`src/rtl/seg_pkg.sv`:
```
// Shared 7-segment constants, FSM state type and pattern-to-nibble decode.
// Used by seg_capture and any display self-check logic.
package seg_pkg;

  typedef enum logic {
    CAPTURE = 1'b0,
    HOLD    = 1'b1
  } fsm_t;

  localparam logic [6:0] SEG_CODE [16] = '{
    7'h3F, 7'h06, 7'h5B, 7'h4F,
    7'h66, 7'h6D, 7'h7D, 7'h07,
    7'h7F, 7'h67, 7'h77, 7'h7C,
    7'h39, 7'h5E, 7'h79, 7'h71
  };

  // Returns {valid, nibble}; valid=0 for any pattern outside the table.
  function automatic logic [4:0] seg2nib(input logic [6:0] pat);
    logic [4:0] r;
    r = '0;
    for (int i = 0; i < 16; i++) begin
      if (pat == SEG_CODE[i]) r = {1'b1, 4'(i)};
    end
    return r;
  endfunction

endpackage

```
`src/rtl/seg_capture_if.sv`:
```
// Snooped 7-seg bus plus reconstructed-byte valid/ready stream.
// master = bus driver / consumer side, slave = seg_capture.
interface seg_capture_if;
  logic [6:0] seg_in;
  logic       digit_sel;
  logic       seg_strobe;
  logic [7:0] data_out;
  logic       data_valid;
  logic       data_ready;

  modport master (
    output seg_in, digit_sel, seg_strobe, data_ready,
    input  data_out, data_valid
  );

  modport slave (
    input  seg_in, digit_sel, seg_strobe, data_ready,
    output data_out, data_valid
  );
endinterface

```
`src/rtl/seg_digit_filter.sv`:
```
// Per-digit debounce: tracks last pattern and run length, decodes once the
// run first reaches STABLE_CNT.
module seg_digit_filter
  import seg_pkg::*;
#(
  parameter int STABLE_CNT = 3
) (
  input  logic       clk,
  input  logic       reset,
  input  logic [6:0] seg_in,
  input  logic       strobe,
  input  logic       clr_ok,
  output logic [3:0] nib,
  output logic       ok,
  output logic       err
);

  localparam logic [3:0] CNT = 4'(STABLE_CNT);

  logic [6:0] r_last;
  logic [3:0] r_cnt;
  logic [3:0] r_nib;
  logic       r_ok;
  logic       r_err;

  logic       w_same;
  logic [3:0] w_cnt_nxt;
  logic       w_hit;
  logic [4:0] w_dec;

  assign w_same    = (seg_in == r_last);
  assign w_cnt_nxt = !w_same ? 4'd1 :
                     (r_cnt == CNT) ? r_cnt : r_cnt + 4'd1;
  // Only the strobe that brings the run up to CNT decodes
  assign w_hit     = strobe && (w_cnt_nxt == CNT) &&
                     (!w_same || (r_cnt != CNT));
  assign w_dec     = seg2nib(seg_in);

  always_ff @(posedge clk) begin
    if (reset) begin
      r_last <= '0;
      r_cnt  <= '0;
      r_nib  <= '0;
      r_ok   <= 1'b0;
      r_err  <= 1'b0;
    end else begin
      r_err <= 1'b0;
      if (strobe) begin
        r_last <= seg_in;
        r_cnt  <= w_cnt_nxt;
        if (!w_same) r_ok <= 1'b0;
        if (w_hit) begin
          if (w_dec[4]) begin
            r_nib <= w_dec[3:0];
            r_ok  <= 1'b1;
          end else begin
            r_ok  <= 1'b0;
            r_err <= 1'b1;
          end
        end
      end
      if (clr_ok) r_ok <= 1'b0;
    end
  end

  assign nib = r_nib;
  assign ok  = r_ok;
  assign err = r_err;

endmodule

```
`src/rtl/seg_capture.sv`:
```
// Reconstructs a byte from a multiplexed 7-seg bus; optional saturating
// error counter enabled by defining SEG_CAPTURE_ERRCNT_EN.
module seg_capture
  import seg_pkg::*;
#(
  parameter int STABLE_CNT     = 3,
  parameter int EMIT_ON_CHANGE = 1
) (
  input  logic       clk,
  input  logic       reset,
  seg_capture_if.slave bus,
  output logic       pat_err
`ifdef SEG_CAPTURE_ERRCNT_EN
  ,
  output logic [7:0] err_count
`endif
);

  fsm_t       r_state;
  fsm_t       w_state_nxt;
  logic [7:0] r_data;
  logic       r_valid;
  logic [7:0] r_last_emit;
  logic       r_emit_vld;

  logic [3:0] w_nib [2];
  logic [1:0] w_ok;
  logic [1:0] w_err;
  logic [1:0] w_stb;
  logic [7:0] w_byte;
  logic       w_both;
  logic       w_new;
  logic       w_load;
  logic       w_ack;
  logic       w_clr_ok;

  assign w_stb[0] = bus.seg_strobe & ~bus.digit_sel;
  assign w_stb[1] = bus.seg_strobe &  bus.digit_sel;

  for (genvar d = 0; d < 2; d++) begin : g_dig
    seg_digit_filter #(.STABLE_CNT(STABLE_CNT)) u_flt (
      .clk    (clk),
      .reset  (reset),
      .seg_in (bus.seg_in),
      .strobe (w_stb[d]),
      .clr_ok (w_clr_ok),
      .nib    (w_nib[d]),
      .ok     (w_ok[d]),
      .err    (w_err[d])
    );
  end

  assign w_byte = {w_nib[0], w_nib[1]};
  assign w_both = &w_ok;
  // r_emit_vld=0 forces the first byte after reset out, even 0x00
  assign w_new  = (EMIT_ON_CHANGE == 0) || !r_emit_vld ||
                  (w_byte != r_last_emit);

  always_ff @(posedge clk) begin
    if (reset) r_state <= CAPTURE;
    else       r_state <= w_state_nxt;
  end

  always_comb begin
    w_state_nxt = r_state;
    unique case (r_state)
      CAPTURE: if (w_both && w_new) w_state_nxt = HOLD;
      HOLD:    if (bus.data_ready)  w_state_nxt = CAPTURE;
      default: w_state_nxt = CAPTURE;
    endcase
  end

  always_comb begin
    w_load   = 1'b0;
    w_ack    = 1'b0;
    w_clr_ok = 1'b0;
    unique case (r_state)
      CAPTURE: begin
        w_load   = w_both && w_new;
        w_clr_ok = w_both && !w_new;
      end
      HOLD: begin
        w_ack    = bus.data_ready;
        w_clr_ok = bus.data_ready;
      end
      default: ;
    endcase
  end

  always_ff @(posedge clk) begin
    if (reset) begin
      r_data      <= '0;
      r_valid     <= 1'b0;
      r_last_emit <= '0;
      r_emit_vld  <= 1'b0;
    end else if (w_load) begin
      r_data  <= w_byte;
      r_valid <= 1'b1;
    end else if (w_ack) begin
      r_valid     <= 1'b0;
      r_last_emit <= r_data;
      r_emit_vld  <= 1'b1;
    end
  end

  assign bus.data_out   = r_data;
  assign bus.data_valid = r_valid;
  assign pat_err        = |w_err;

`ifdef SEG_CAPTURE_ERRCNT_EN
  logic [7:0] r_err_cnt;

  always_ff @(posedge clk) begin
    if (reset)                             r_err_cnt <= '0;
    else if (pat_err && r_err_cnt != 8'hFF) r_err_cnt <= r_err_cnt + 8'd1;
  end

  assign err_count = r_err_cnt;
`endif

endmodule
```
`src/flat_wrapper.sv`:
```
// flat-port wrapper written by rule: the top's interface ports become plain ports
module seg_capture_flat import seg_pkg::*;
#(
  parameter int STABLE_CNT     = 3,
  parameter int EMIT_ON_CHANGE = 1
)
  (clk, reset, pat_err, bus_seg_in, bus_digit_sel, bus_seg_strobe, bus_data_ready, bus_data_out, bus_data_valid);
  seg_capture_if bus_i ();
  input  logic clk;
  input  logic reset;
  output logic pat_err;
  input wire logic [$bits(bus_i.seg_in)-1:0] bus_seg_in;
  input wire logic [$bits(bus_i.digit_sel)-1:0] bus_digit_sel;
  input wire logic [$bits(bus_i.seg_strobe)-1:0] bus_seg_strobe;
  input wire logic [$bits(bus_i.data_ready)-1:0] bus_data_ready;
  output wire logic [$bits(bus_i.data_out)-1:0] bus_data_out;
  output wire logic [$bits(bus_i.data_valid)-1:0] bus_data_valid;
  assign bus_i.seg_in = bus_seg_in;
  assign bus_i.digit_sel = bus_digit_sel;
  assign bus_i.seg_strobe = bus_seg_strobe;
  assign bus_i.data_ready = bus_data_ready;
  assign bus_data_out = bus_i.data_out;
  assign bus_data_valid = bus_i.data_valid;
  seg_capture #(.STABLE_CNT(STABLE_CNT), .EMIT_ON_CHANGE(EMIT_ON_CHANGE)) u_core (.clk(clk), .reset(reset), .bus(bus_i), .pat_err(pat_err));
endmodule
```
`config.mk`:
```
export PLATFORM = sky130hd
export DESIGN_NAME = seg_capture_flat
export DESIGN_NICKNAME = d
export VERILOG_FILES = /design/src/rtl/seg_pkg.sv /design/src/rtl/seg_capture_if.sv /design/src/rtl/seg_digit_filter.sv /design/src/rtl/seg_capture.sv /design/src/flat_wrapper.sv
export SDC_FILE = /design/constraint.sdc
export NUM_CORES = 1
export LEC_CHECK = 0
export BUFFER_PORTS_ARGS = -buffer_cell sky130_fd_sc_hd__clkbuf_2
export CAP_MARGIN = 30
export CORE_ASPECT_RATIO = 2
export CORE_UTILIZATION = 54
export DETAILED_ROUTE_END_ITERATION = 6
export PLACE_DENSITY = 0.78
export SLEW_MARGIN = 20
export SYNTH_ARGS = -nofsm -noshare
export SYNTH_HDL_FRONTEND = slang
export SYNTH_SLANG_ARGS = --single-unit
```
`constraint.sdc`:
```
create_clock -name clk -period 2.3 [get_ports clk]
set_input_delay 0.345 -clock clk [delete_from_list [all_inputs] [get_ports clk]]
set_output_delay 0.345 -clock clk [all_outputs]
set_load 0.02 [all_outputs]
```
==> results of run 1 <==
==> metrics by stage <==
stage	worst slack (ns)	std cells	power, mW
after floorplan	0.0770	335	1.09
after global placement	0.0696	409	1.14
after detailed placement	0.0412	410	1.15
after CTS	0.177	418	1.66
after global routing	0.0829	418	1.73
final	0.189	418	1.64
==> flip-flops by register name, indices dropped and copies added, names as in the netlist, 2 cells and up <==
register and count:
u_core.g_dig.u_flt.r_last 14, u_core.bus.data_out 8, u_core.g_dig.u_flt.nib 8, u_core.g_dig.u_flt.r_cnt 8
u_core.r_last_emit 8, u_core.g_dig.u_flt.err 2, u_core.g_dig.u_flt.ok 2
==> worst min path at each step <==
stage                                               start                                           end  slack (ns)  cells after the start
detailed placement  u_core.g_dig[0].u_flt.ok$_SDFFE_PP0P_         u_core.g_dig[0].u_flt.ok$_SDFFE_PP0P_        0.45                      2
global placement    u_core.g_dig[0].u_flt.ok$_SDFFE_PP0P_         u_core.g_dig[0].u_flt.ok$_SDFFE_PP0P_        0.45                      2
floorplan           u_core.g_dig[0].u_flt.ok$_SDFFE_PP0P_         u_core.g_dig[0].u_flt.ok$_SDFFE_PP0P_        0.43                      2
CTS                                         bus_seg_in[1]  u_core.g_dig[1].u_flt.r_last[1]$_SDFFE_PP0P_        0.33                      3
finish                                      bus_seg_in[1]  u_core.g_dig[1].u_flt.r_last[1]$_SDFFE_PP0P_        0.33                      3
global route                                bus_seg_in[1]  u_core.g_dig[1].u_flt.r_last[1]$_SDFFE_PP0P_        0.34                      3
==> layout make-up <==
cell class / instances / area (um^2) / share of cell area, %
Inverter: 5 / 18.8 / 0.610
Clock inverter: 2 / 15.0 / 0.488
Clock buffer: 6 / 72.6 / 2.36
Sequential cell: 53 / 1060 / 34.5
Timing Repair Buffer: 42 / 275 / 8.95
Tap cell: 57 / 71.3 / 2.32
Multi-Input combinational cell: 253 / 1560 / 50.8
==> cell usage after synthesis (all sizes together), types with 2 or more instances <==
| library cell | number | area [um^2] |
|---|---|---|
| a21o | 2 | 15.0 |
| a21oi | 36 | 180 |
| a31oi | 3 | 18.8 |
| a32oi | 4 | 35.0 |
| and2 | 2 | 12.5 |
| and4b | 3 | 30.0 |
| buf | 4 | 26.3 |
| clkbuf | 20 | 75.1 |
| dfxtp | 53 | 1060 |
| ha | 2 | 25.0 |
| inv | 5 | 18.8 |
| mux2 | 4 | 52.6 |
| mux2i | 12 | 120 |
| nand2 | 56 | 210 |
| nand2b | 7 | 43.8 |
| nand3 | 8 | 40.0 |
| nand4 | 4 | 31.3 |
| nor2 | 25 | 93.8 |
| nor2b | 13 | 81.3 |
| nor3 | 3 | 15.0 |
| nor3b | 3 | 27.5 |
| nor4 | 6 | 43.8 |
| o211ai | 2 | 28.8 |
| o21ai | 12 | 60.1 |
| o21bai | 2 | 26.3 |
| or2 | 2 | 12.5 |
| or3 | 4 | 25.0 |
| or4 | 2 | 18.8 |
| xnor2 | 7 | 61.3 |
| xor2 | 19 | 174 |
==> cell families (layout without fill, tap and decap cells) <==
logic type	count (synthesis)	in the layout	share of synthesized area, %
and+or+nand+nor	143	143	26.5
AOI/OAI and AO/OA	66	66	14.7
DFF	53	53	38.7
buffers and inverters	29	55	4.38
xor gates and xnor gates	26	26	8.57
muxes	16	16	6.29
adders and majority gates	2	2	0.912
==> per-layer routing <==
layer,share of wire (%),GRT usage (%),vias up
li1,-,-,1196
met1,41,26.5,1104
met2,54,43.8,36
met3,2.2,3.69,10
met4,2.6,11.7,0
met5,0,0,-
==> critical path, stage by stage (launching register included) <==
cell and delay [ns]:
dfxtp_1 0.34, xor2_2 0.18, nor4_2 0.31, nand4_2 0.14
or4_4 0.53, o21bai_4 0.21, mux2_4 0.30
==> power groups by stage <==
stage / Sequential [mW] / Clock [mW] / Combinational [mW]
5_1_grt: 0.945 / 0.577 / 0.204
4_1_cts: 0.943 / 0.534 / 0.183
2_1_floorplan: 0.962 / 0 / 0.128
6_report: 0.943 / 0.517 / 0.184
3_5_place_dp: 0.964 / 0 / 0.183
3_3_place_gp: 0.964 / 0 / 0.180
==> parameters.txt, run 1 <==
Parameter                              Value

Yosys
  EDFF count, synth ... 0
  Primary flip-flop cell chosen by synthesis mapping ... dfxtp_1
  Seq cells post-synth ... 53
  Post-Synthesis Net Count ... 349
  Number of library cell types mapped by synthesis ... 51
  Synthesized cell area ... 2740 um^2
  Synth warn ... 0
  Gate count after technology mapping ... 335
  Async SR Flop Fraction ... 0%
  Share of the yosys chip area belonging to registers ... 38.7%
  Per-instance average area after synthesis ... slightly above 8 um^2

Setup path
  Critical path type ... flip-flop to flip-flop
  Flop-to-flop setup slack ... 0.19 ns
  Element type at the critical path end ... flip-flop
  Critical Path Sink ... u_core.g_dig[1].u_flt.nib[2]$_SDFFE_PP0P_
  Cells on worst reg2reg path ... 6
  Terminus of the critical flop-to-flop path ... u_core.g_dig[1].u_flt.nib[2]$_SDFFE_PP0P_
  Startpoint of the worst-slack reg-to-reg timing path ... u_core.g_dig[1].u_flt.r_last[1]$_SDFFE_PP0P_
  CP arrival ... about 2.3 ns
  Startpoint types ... flip-flop
  Worst setup path start ... u_core.g_dig[1].u_flt.r_last[1]$_SDFFE_PP0P_
  Largest fanout of any net on the critical path ... 4
  Critical path required time ... approximately 2.5 ns

Floorplan
  Number of standard-cell rows in the floorplan ... 36
  Number of top-level pins ... 22
  Die extent in y ... 103 um
  Die Area ... 5390 um^2
  Die boundary width ... 52.4 um
  Initial standard-cell utilization of the core ... 56.4%
  Core region area ... between 4000 and 5000 um^2

Global route
  Largest net degree at the start of global routing ... 29
  Vias in the first global route ... 2181
  Number of antenna violations at the first check in global routing ... 0
  Global-route wire length before repair ... roughly 9700 um
  All-Layer GR Usage ... 24.3%
  Total congestion overflow after global routing ... 0

Pwr
  Share of total power consumed by net switching ... 25.8%
  Internal power ... 1.22 mW
  Maximum ir drop on the vdd rail ... 0.639 mV
  PwrDens ... 534 nW/um^2
  Part of the total power dissipated in sequential elements ... 57.4%
  Combinational fraction of design power ... 11.2%
  Leakage power of the design ... 1.23 nW
  Power spent charging and discharging nets ... 0.423 mW
  Clock share of power ... about a third

Clock network
  CTS H-Tree Depth ... 2
  Clock transition at path regs ... 0.10 ns
  Later-pin clock latency in the skew report ... 0.31 ns
  Number of buffers on the longest clock path ... 2
  Clock sinks ... 53
  Number of hold buffers added after CTS ... 0
  Clock tree from TritonCTS ... built
  Number of CTS-inserted buffers ... 5
  Clock tree root driver cell ... clkbuf_8
  Post-CTS sizing ... 0
  Post-CTS setup buffer count ... 0

STA
  Max_slew headroom ... 52.3%
  Final setup vio count ... 0
  Final hold violations ... 0
  Minimum period implied by the final worst setup slack ... 2.11 ns
  Setup repair after global routing missed its margin ... false
  Final-layout worst hold slack ... 0.335 ns
  Setup_tns ... 0 ns
  Slew Limit Fails ... 0
  Transition time at the pin with the least slew margin ... 0.715 ns
  Portion of the clock cycle consumed by the worst path in the final layout ... between 90 and 100%
  Fmax ... between 0.4 and 0.5 GHz
  Post-Route Skew ... between 0.01 and 0.015 ns

Min path
  Class of the most critical hold timing path ... primary input to flip-flop

Finish
  Filler Cells Inserted ... 442
  ANT cells ... 0
  Most frequent standard cell in the layout excluding fill and tap cells ... nand2_1
  Fraction of layout cells with a size suffix above 1 ... 16.9%
  Final layout net count ... 374
  Post-layout instance area ... 3080 um^2
  Highest-count cells in the layout ignoring fill and taps ... 56 x nand2_1, 53 x dfxtp_1, 36 x a21oi_1
  Layout-stage area growth over the synthesis result ... 12.1%
  Final Util ... 63.2%

Placed design
  PortBufs ... 21
  Placed Area ... 2990 um^2
  Routability Congestion ... 0.925
  Final HPWL DP ... 4430 um

Drt
  Remaining routing DRC violations ... 0
  Vias per Instance ... ~5.6
  Initial DRC count ... 64
  Iteration count of the initial detailed-routing pass ... 4
  Post-detailed-route wirelength per cell ... ~14 um
  Vias after detailed routing ... 2346
  Final wirelength ... 5910 um
  Count of nets left with antenna violations after detail routing ... 0

Flow run
  Number of max-capacitance violations reported ... 0

Outcome
  Run status ... completed
No activity file was read; power rests on OpenSTA's default activity.
==> run 2, diff against run 1 <==
--- a/config.mk
+++ b/config.mk
@@ -10,7 +10,7 @@
 export CORE_ASPECT_RATIO = 2
 export CORE_UTILIZATION = 54
 export DETAILED_ROUTE_END_ITERATION = 6
-export PLACE_DENSITY = 0.78
+export PLACE_DENSITY = 0.85
 export SLEW_MARGIN = 20
 export SYNTH_ARGS = -nofsm -noshare
 export SYNTH_HDL_FRONTEND = slang
==> run 2 against run 1 <==
Count of clock-buffer cells in the layout decreased by 1. Worst hold slack got worse by 0.027 ns. Sequential cell count is the same. Routed wire length is 2.7% higher. Combinational power barely moved. Register-to-register slack lost 0.05 ns. Critical path type unchanged. Largest cell class unchanged. Largest power group unchanged. Highest routed layer unchanged.
==> parameters.txt, run 2 (same netlist as run 1, synthesis figures left out) <==
Parameter                              Value

Setup path
  CP arrival ... around 2.4 ns
  Cell type of the slowest stage on the worst timing path ... or4_4
  Startpoint of the worst-slack reg-to-reg timing path ... u_core.g_dig[1].u_flt.r_cnt[0]$_SDFFE_PP0P_
  Flop-to-flop setup slack ... 0.14 ns
  Startpoint types ... flip-flop
  Sequence of cells on the critical path ... ha_1 -> inv_1 -> or3_1 -> or4_4 -> o21bai_4 -> mux2_4
  Critical path type ... flip-flop to flip-flop
  Largest fanout of any net on the critical path ... 4
  Maximum single-stage delay on the critical path ... ~0.5 ns
  Worst setup path start ... u_core.g_dig[1].u_flt.r_cnt[0]$_SDFFE_PP0P_
  Critical path required time ... 2.52 ns
  Element type at the critical path end ... flip-flop

Drt
  Count of nets left with antenna violations after detail routing ... 0
  Iteration count of the initial detailed-routing pass ... 4
  Vias per Instance ... 5.72
  Remaining routing DRC violations ... 0
  Vias after detailed routing ... 2398
  Initial DRC count ... 51
  Post-detailed-route wirelength per cell ... 14.5 um
  Final wirelength ... 6080 um

Clock network
  CTS H-Tree Depth ... 2
  Later-pin clock latency in the skew report ... 0.32 ns
  Clock tree from TritonCTS ... built
  Clock tree root driver cell ... clkbuf_8
  Number of hold buffers added after CTS ... 0
  Number of buffers on the longest clock path ... 2
  Post-CTS sizing ... 0
  Number of CTS-inserted buffers ... 5
  Post-CTS setup buffer count ... 0
  Clock transition at path regs ... ~0.10 ns
  Clock sinks ... 53

Finish
  Filler Cells Inserted ... 425
  Layout-stage area growth over the synthesis result ... 12.2%
  Multi-input gate area in the final layout ... 1560 um^2
  Most flops, register ... u_core.g_dig.u_flt.r_last
  ANT cells ... 0
  Fraction of layout cells with a size suffix above 1 ... ~17%
  Largest register FFs ... 14
  Final layout net count ... around 380
  FF/Latch Area ... 1060 um^2
  Post-layout instance area ... slightly above 3000 um^2
  Highest-count cells in the layout ignoring fill and taps ... 56 x nand2_1, 53 x dfxtp_1, 36 x a21oi_1
  Most frequent standard cell in the layout excluding fill and tap cells ... nand2_1

STA
  Fmax ... 0.464 GHz
  Slew Limit Fails ... 0
  Final setup vio count ... 0
  Minimum period implied by the final worst setup slack ... 2.16 ns
  Post-Route Skew ... 0.00845 ns
  Final hold violations ... 0
  Setup_tns ... 0 ns
  Setup repair after global routing missed its margin ... false
  Portion of the clock cycle consumed by the worst path in the final layout ... 93.8%
  Transition time at the pin with the least slew margin ... 0.667 ns
  Max_slew headroom ... between 50% and 60%

Global route
  Total congestion overflow after global routing ... 0
  Global-route wire length before repair ... 9670 um
  Largest net degree at the start of global routing ... 34
  All-Layer GR Usage ... 24.0%
  Met1 GRT Util ... 22.3%
  Met2 layer usage reported by global route ... 46.6%
  Number of antenna violations at the first check in global routing ... 0
  Vias in the first global route ... 2252
  Met3 Use GR ... 4.42%
  Layer carrying the most global-route usage ... met2

Min path
  Class of the most critical hold timing path ... primary input to flip-flop
  Launch point of the worst hold path ... bus_seg_in[3]

Floorplan
  Die Area ... 5390 um^2
  Die extent in y ... 103 um
  Number of standard-cell rows in the floorplan ... 36
  Core region area ... a little under 5000 um^2
  Initial standard-cell utilization of the core ... 56.4%
  Number of top-level pins ... 22
  Die boundary width ... 52.4 um

Placed design
  Placed Area ... between 2000 and 3000 um^2
  Routability Congestion ... 0.937
  PortBufs ... 21
  Final HPWL DP ... between 4000 and 5000 um

Pwr
  PwrDens ... 544 nW/um^2
  Maximum ir drop on the vdd rail ... about 0.54 mV
  Leakage power of the design ... 1.23 nW

Outcome
  Run status ... completed

Flow run
  Number of max-capacitance violations reported ... 0
## run 2: where the power goes
group          internal [mW]  switching, mW  leakage, nW  total (mW)
registers              0.931         0.0110        0.429       0.942
logic                 0.0706          0.110        0.760       0.181
clock network          0.222          0.329       0.0452       0.551
total                   1.22          0.450         1.23        1.67
## run 2: worst paths after layout
path / to / depth (start not counted)
setup reg to reg: u_core.g_dig[1].u_flt.nib[2]$_SDFFE_PP0P_ / 6
hold / removal: u_core.g_dig[1].u_flt.r_last[3]$_SDFFE_PP0P_ / 3
hold reg to reg: u_core.g_dig[0].u_flt.ok$_SDFFE_PP0P_ / 2
setup / recovery: u_core.g_dig[1].u_flt.nib[2]$_SDFFE_PP0P_ / 6
## run 2: metrics by stage
step	util [%]	power, mW	setup WS [ns]	hold WS, ns	instances
6_report	63.3	1.67	0.143	0.308	419
5_1_grt	63.3	1.74	0.0490	0.303	419
4_1_cts	63.3	1.69	0.135	0.299	419
3_5_place_dp	61.3	1.14	0.0439	0.450	411
3_3_place_gp	61.2	1.14	0.0521	0.441	410
2_1_floorplan	-	1.09	0.0770	0.432	335
## run 2: layout make-up
type / count / share of cell area, %
clock buffers: 5 / 2.24
clock inverters: 3 / 0.813
inverters: 5 / 0.610
multi-input cells: 253 / 50.8
flip-flops and latches: 53 / 34.5
well taps: 57 / 2.32
repair buffers: 43 / 8.78
## run 2: worst max-delay path: cells and delay by family, from the launching register on
family | cells | cell delay [ns]
DFF | 1 | 0.35
and+or+nand+nor | 2 | 0.85
AOI/OAI and AO/OA | 1 | 0.21
adders and majority gates | 1 | 0.30
muxes | 1 | 0.30
buffers and inverters | 1 | 0.05
## run 2: metal layers
metal | up-vias | wire length (um)
met2 | 41 | 3490
met3 | 18 | 143
li1 | 1199 | -
met5 | - | 0
met1 | 1140 | 2240
met4 | 0 | 204
==> run 3, diff against run 2 <==
--- a/config.mk
+++ b/config.mk
@@ -8,6 +8,7 @@
 export BUFFER_PORTS_ARGS = -buffer_cell sky130_fd_sc_hd__clkbuf_2
 export CAP_MARGIN = 30
 export CORE_ASPECT_RATIO = 2
+export CORE_MARGIN = 1.5
 export CORE_UTILIZATION = 54
 export DETAILED_ROUTE_END_ITERATION = 6
 export PLACE_DENSITY = 0.85
==> run 3 against run 2 <==
Cell count up 0.24%. Sequential power about the same. Sequential share of layout area down 0.18 points. Highest routed layer unchanged. Routed wire length down 0.63%. Non-clock buffer count up 1. Utilization up 0.33 points. Critical path type unchanged. Sequential cell count unchanged.
==> parameters.txt, run 3 (same netlist as run 1, synthesis figures left out) <==
Parameter                              Value

Outcome
  Run status ... completed

Drt
  Post-detailed-route wirelength per cell ... 14.4 um
  Count of nets left with antenna violations after detail routing ... 0
  Iteration count of the initial detailed-routing pass ... 4
  Vias per Instance ... between 5 and 6
  Initial DRC count ... 85
  Vias after detailed routing ... 2372
  Remaining routing DRC violations ... 0
  Final wirelength ... about 6000 um

Setup path
  Flop-to-flop setup slack ... 0.16 ns
  Cells on worst reg2reg path ... 6
  Family with the most delay on the worst path ... simple AND/OR/NAND/NOR gates
  Element type at the critical path end ... flip-flop
  Startpoint of the worst-slack reg-to-reg timing path ... u_core.g_dig[1].u_flt.r_cnt[0]$_SDFFE_PP0P_
  Maximum single-stage delay on the critical path ... 0.50 ns
  Sum of buffers and inverters on the critical path ... 1
  Cell type of the slowest stage on the worst timing path ... or4_4
  Critical path type ... flip-flop to flip-flop
  Terminus of the critical flop-to-flop path ... u_core.g_dig[1].u_flt.nib[1]$_SDFFE_PP0P_
  Critical path required time ... 2.50 ns
  Largest fanout of any net on the critical path ... 4
  Startpoint types ... flip-flop
  Sequence of cells on the critical path ... ha_1 -> inv_1 -> or3_1 -> or4_4 -> o21bai_4 -> mux2_4
  CP arrival ... 2.34 ns

Finish
  Layout-stage area growth over the synthesis result ... 12.8%
  Highest-count cells in the layout ignoring fill and taps ... 56 x nand2_1, 53 x dfxtp_1, 36 x a21oi_1
  Largest register FFs ... 14
  ANT cells ... 0
  Count of non-filler cells in the finished layout ... 420
  Fraction of layout cells with a size suffix above 1 ... about 18%
  Most flops, register ... u_core.g_dig.u_flt.r_last
  Final layout net count ... ~380
  Most frequent standard cell in the layout excluding fill and tap cells ... nand2_1

STA
  Final setup vio count ... 0
  Fmax ... 0.467 GHz
  Transition time at the pin with the least slew margin ... 0.619 ns
  Slew Limit Fails ... 0
  Portion of the clock cycle consumed by the worst path in the final layout ... 93.1%
  Final-layout worst hold slack ... approximately 0.37 ns
  Setup repair after global routing missed its margin ... false
  Setup_tns ... 0 ns
  Minimum period implied by the final worst setup slack ... between 2 and 2.5 ns
  Post-Route Skew ... 0.00452 ns
  Max_slew headroom ... 58.7%
  Final hold violations ... 0

Global route
  Number of antenna violations at the first check in global routing ... 0
  Global-route wire length before repair ... 10100 um
  Largest net degree at the start of global routing ... 31
  Total congestion overflow after global routing ... 0
  All-Layer GR Usage ... about a quarter
  Vias in the first global route ... roughly 2300

Floorplan
  Die extent in y ... 104 um
  Number of standard-cell rows in the floorplan ... 36
  Initial standard-cell utilization of the core ... 56.4%
  Core region area ... 4860 um^2
  Number of top-level pins ... 22
  Die boundary width ... roughly 53 um
  Die Area ... 5540 um^2

Min path
  Launch point of the worst hold path ... bus_data_ready
  Hold path endpoint ... u_core.r_state$_SDFF_PP0_
  Hold Path Depth ... 4
  Class of the most critical hold timing path ... primary input to flip-flop

Clock network
  Clock tree from TritonCTS ... built
  Post-CTS setup buffer count ... 0
  CTS H-Tree Depth ... 2
  Later-pin clock latency in the skew report ... 0.30 ns
  Number of hold buffers added after CTS ... 0
  Number of CTS-inserted buffers ... 5
  Post-CTS sizing ... 0
  Clock transition at path regs ... 0.10 ns
  Number of buffers on the longest clock path ... 2
  Clock tree root driver cell ... clkbuf_8
  Clock sinks ... 53

Placed design
  Routability Congestion ... approximately 0.84
  Final HPWL DP ... 4580 um
  PortBufs ... 21
  Cell total after placement ... ~410

Pwr
  Maximum ir drop on the vdd rail ... 0.369 mV
  PwrDens ... approximately 540 nW/um^2
  Leakage power of the design ... about 1.2 nW

Flow run
  Number of max-capacitance violations reported ... 0
-- run 3: how the worst max path moves through the flow --
stage / from / endpoint / cells after the start / slack, ns
floorplan: bus_seg_in[1] / u_core.g_dig[1].u_flt.nib[1]$_SDFFE_PP0P_ / 7 / 0.08
global placement: bus_seg_in[1] / u_core.g_dig[1].u_flt.nib[2]$_SDFFE_PP0P_ / 7 / 0.04
detailed placement: bus_seg_in[1] / u_core.g_dig[1].u_flt.nib[1]$_SDFFE_PP0P_ / 7 / 0.01
CTS: u_core.g_dig[1].u_flt.r_cnt[0]$_SDFFE_PP0P_ / u_core.g_dig[1].u_flt.nib[1]$_SDFFE_PP0P_ / 6 / 0.16
global route: u_core.g_dig[1].u_flt.r_last[4]$_SDFFE_PP0P_ / u_core.g_dig[1].u_flt.nib[1]$_SDFFE_PP0P_ / 6 / 0.10
finish: u_core.g_dig[1].u_flt.r_cnt[0]$_SDFFE_PP0P_ / u_core.g_dig[1].u_flt.nib[1]$_SDFFE_PP0P_ / 6 / 0.16
-- run 3: layout make-up --
class                   count  area, um^2
multi-input cells         253        1560
flip-flops and latches     53        1060
clock inverters             3        21.3
repair buffers             44         290
inverters                   5        18.8
fillers                   434        1770
well taps                  57        71.3
clock buffers               5        68.8
-- run 3: per-layer routing --
layer	wire length (um)	GRT usage [%]
met5	0	0
met4	262	12.3
met3	150	2.59
met2	3340	42.1
met1	2290	25.6
-- run 3: power breakdown --
group	total [mW]	leakage, nW	switching [mW]	internal, mW
Combinational	0.187	0.769	0.110	0.0770
Sequential	0.942	0.429	0.0111	0.931
Clock	0.531	0.0445	0.315	0.217
Total	1.66	1.24	0.436	1.23
-- run 3: worst reg2reg max path, delay by kind of cell, from the launching register on --
family,cells,cell delay [ns]
simple gates,2,0.84
compound gates,1,0.22
mux,1,0.30
buf+inv,1,0.04
flops,1,0.36
fa+ha+maj,1,0.29
-- run 3: through the flow --
| step | worst slack, ns | utilization, % | area, um^2 | power (mW) |
|---|---|---|---|---|
| final | 0.159 | 63.6 | 3090 | 1.66 |
| after global routing | 0.104 | 63.6 | 3090 | 1.73 |
| after CTS | 0.160 | 63.6 | 3090 | 1.67 |
| after detailed placement | 0.0102 | 61.8 | 3000 | 1.15 |
| after global placement | 0.0420 | 61.8 | 3000 | 1.15 |
| after floorplan | 0.0770 | - | 2740 | 1.09 |
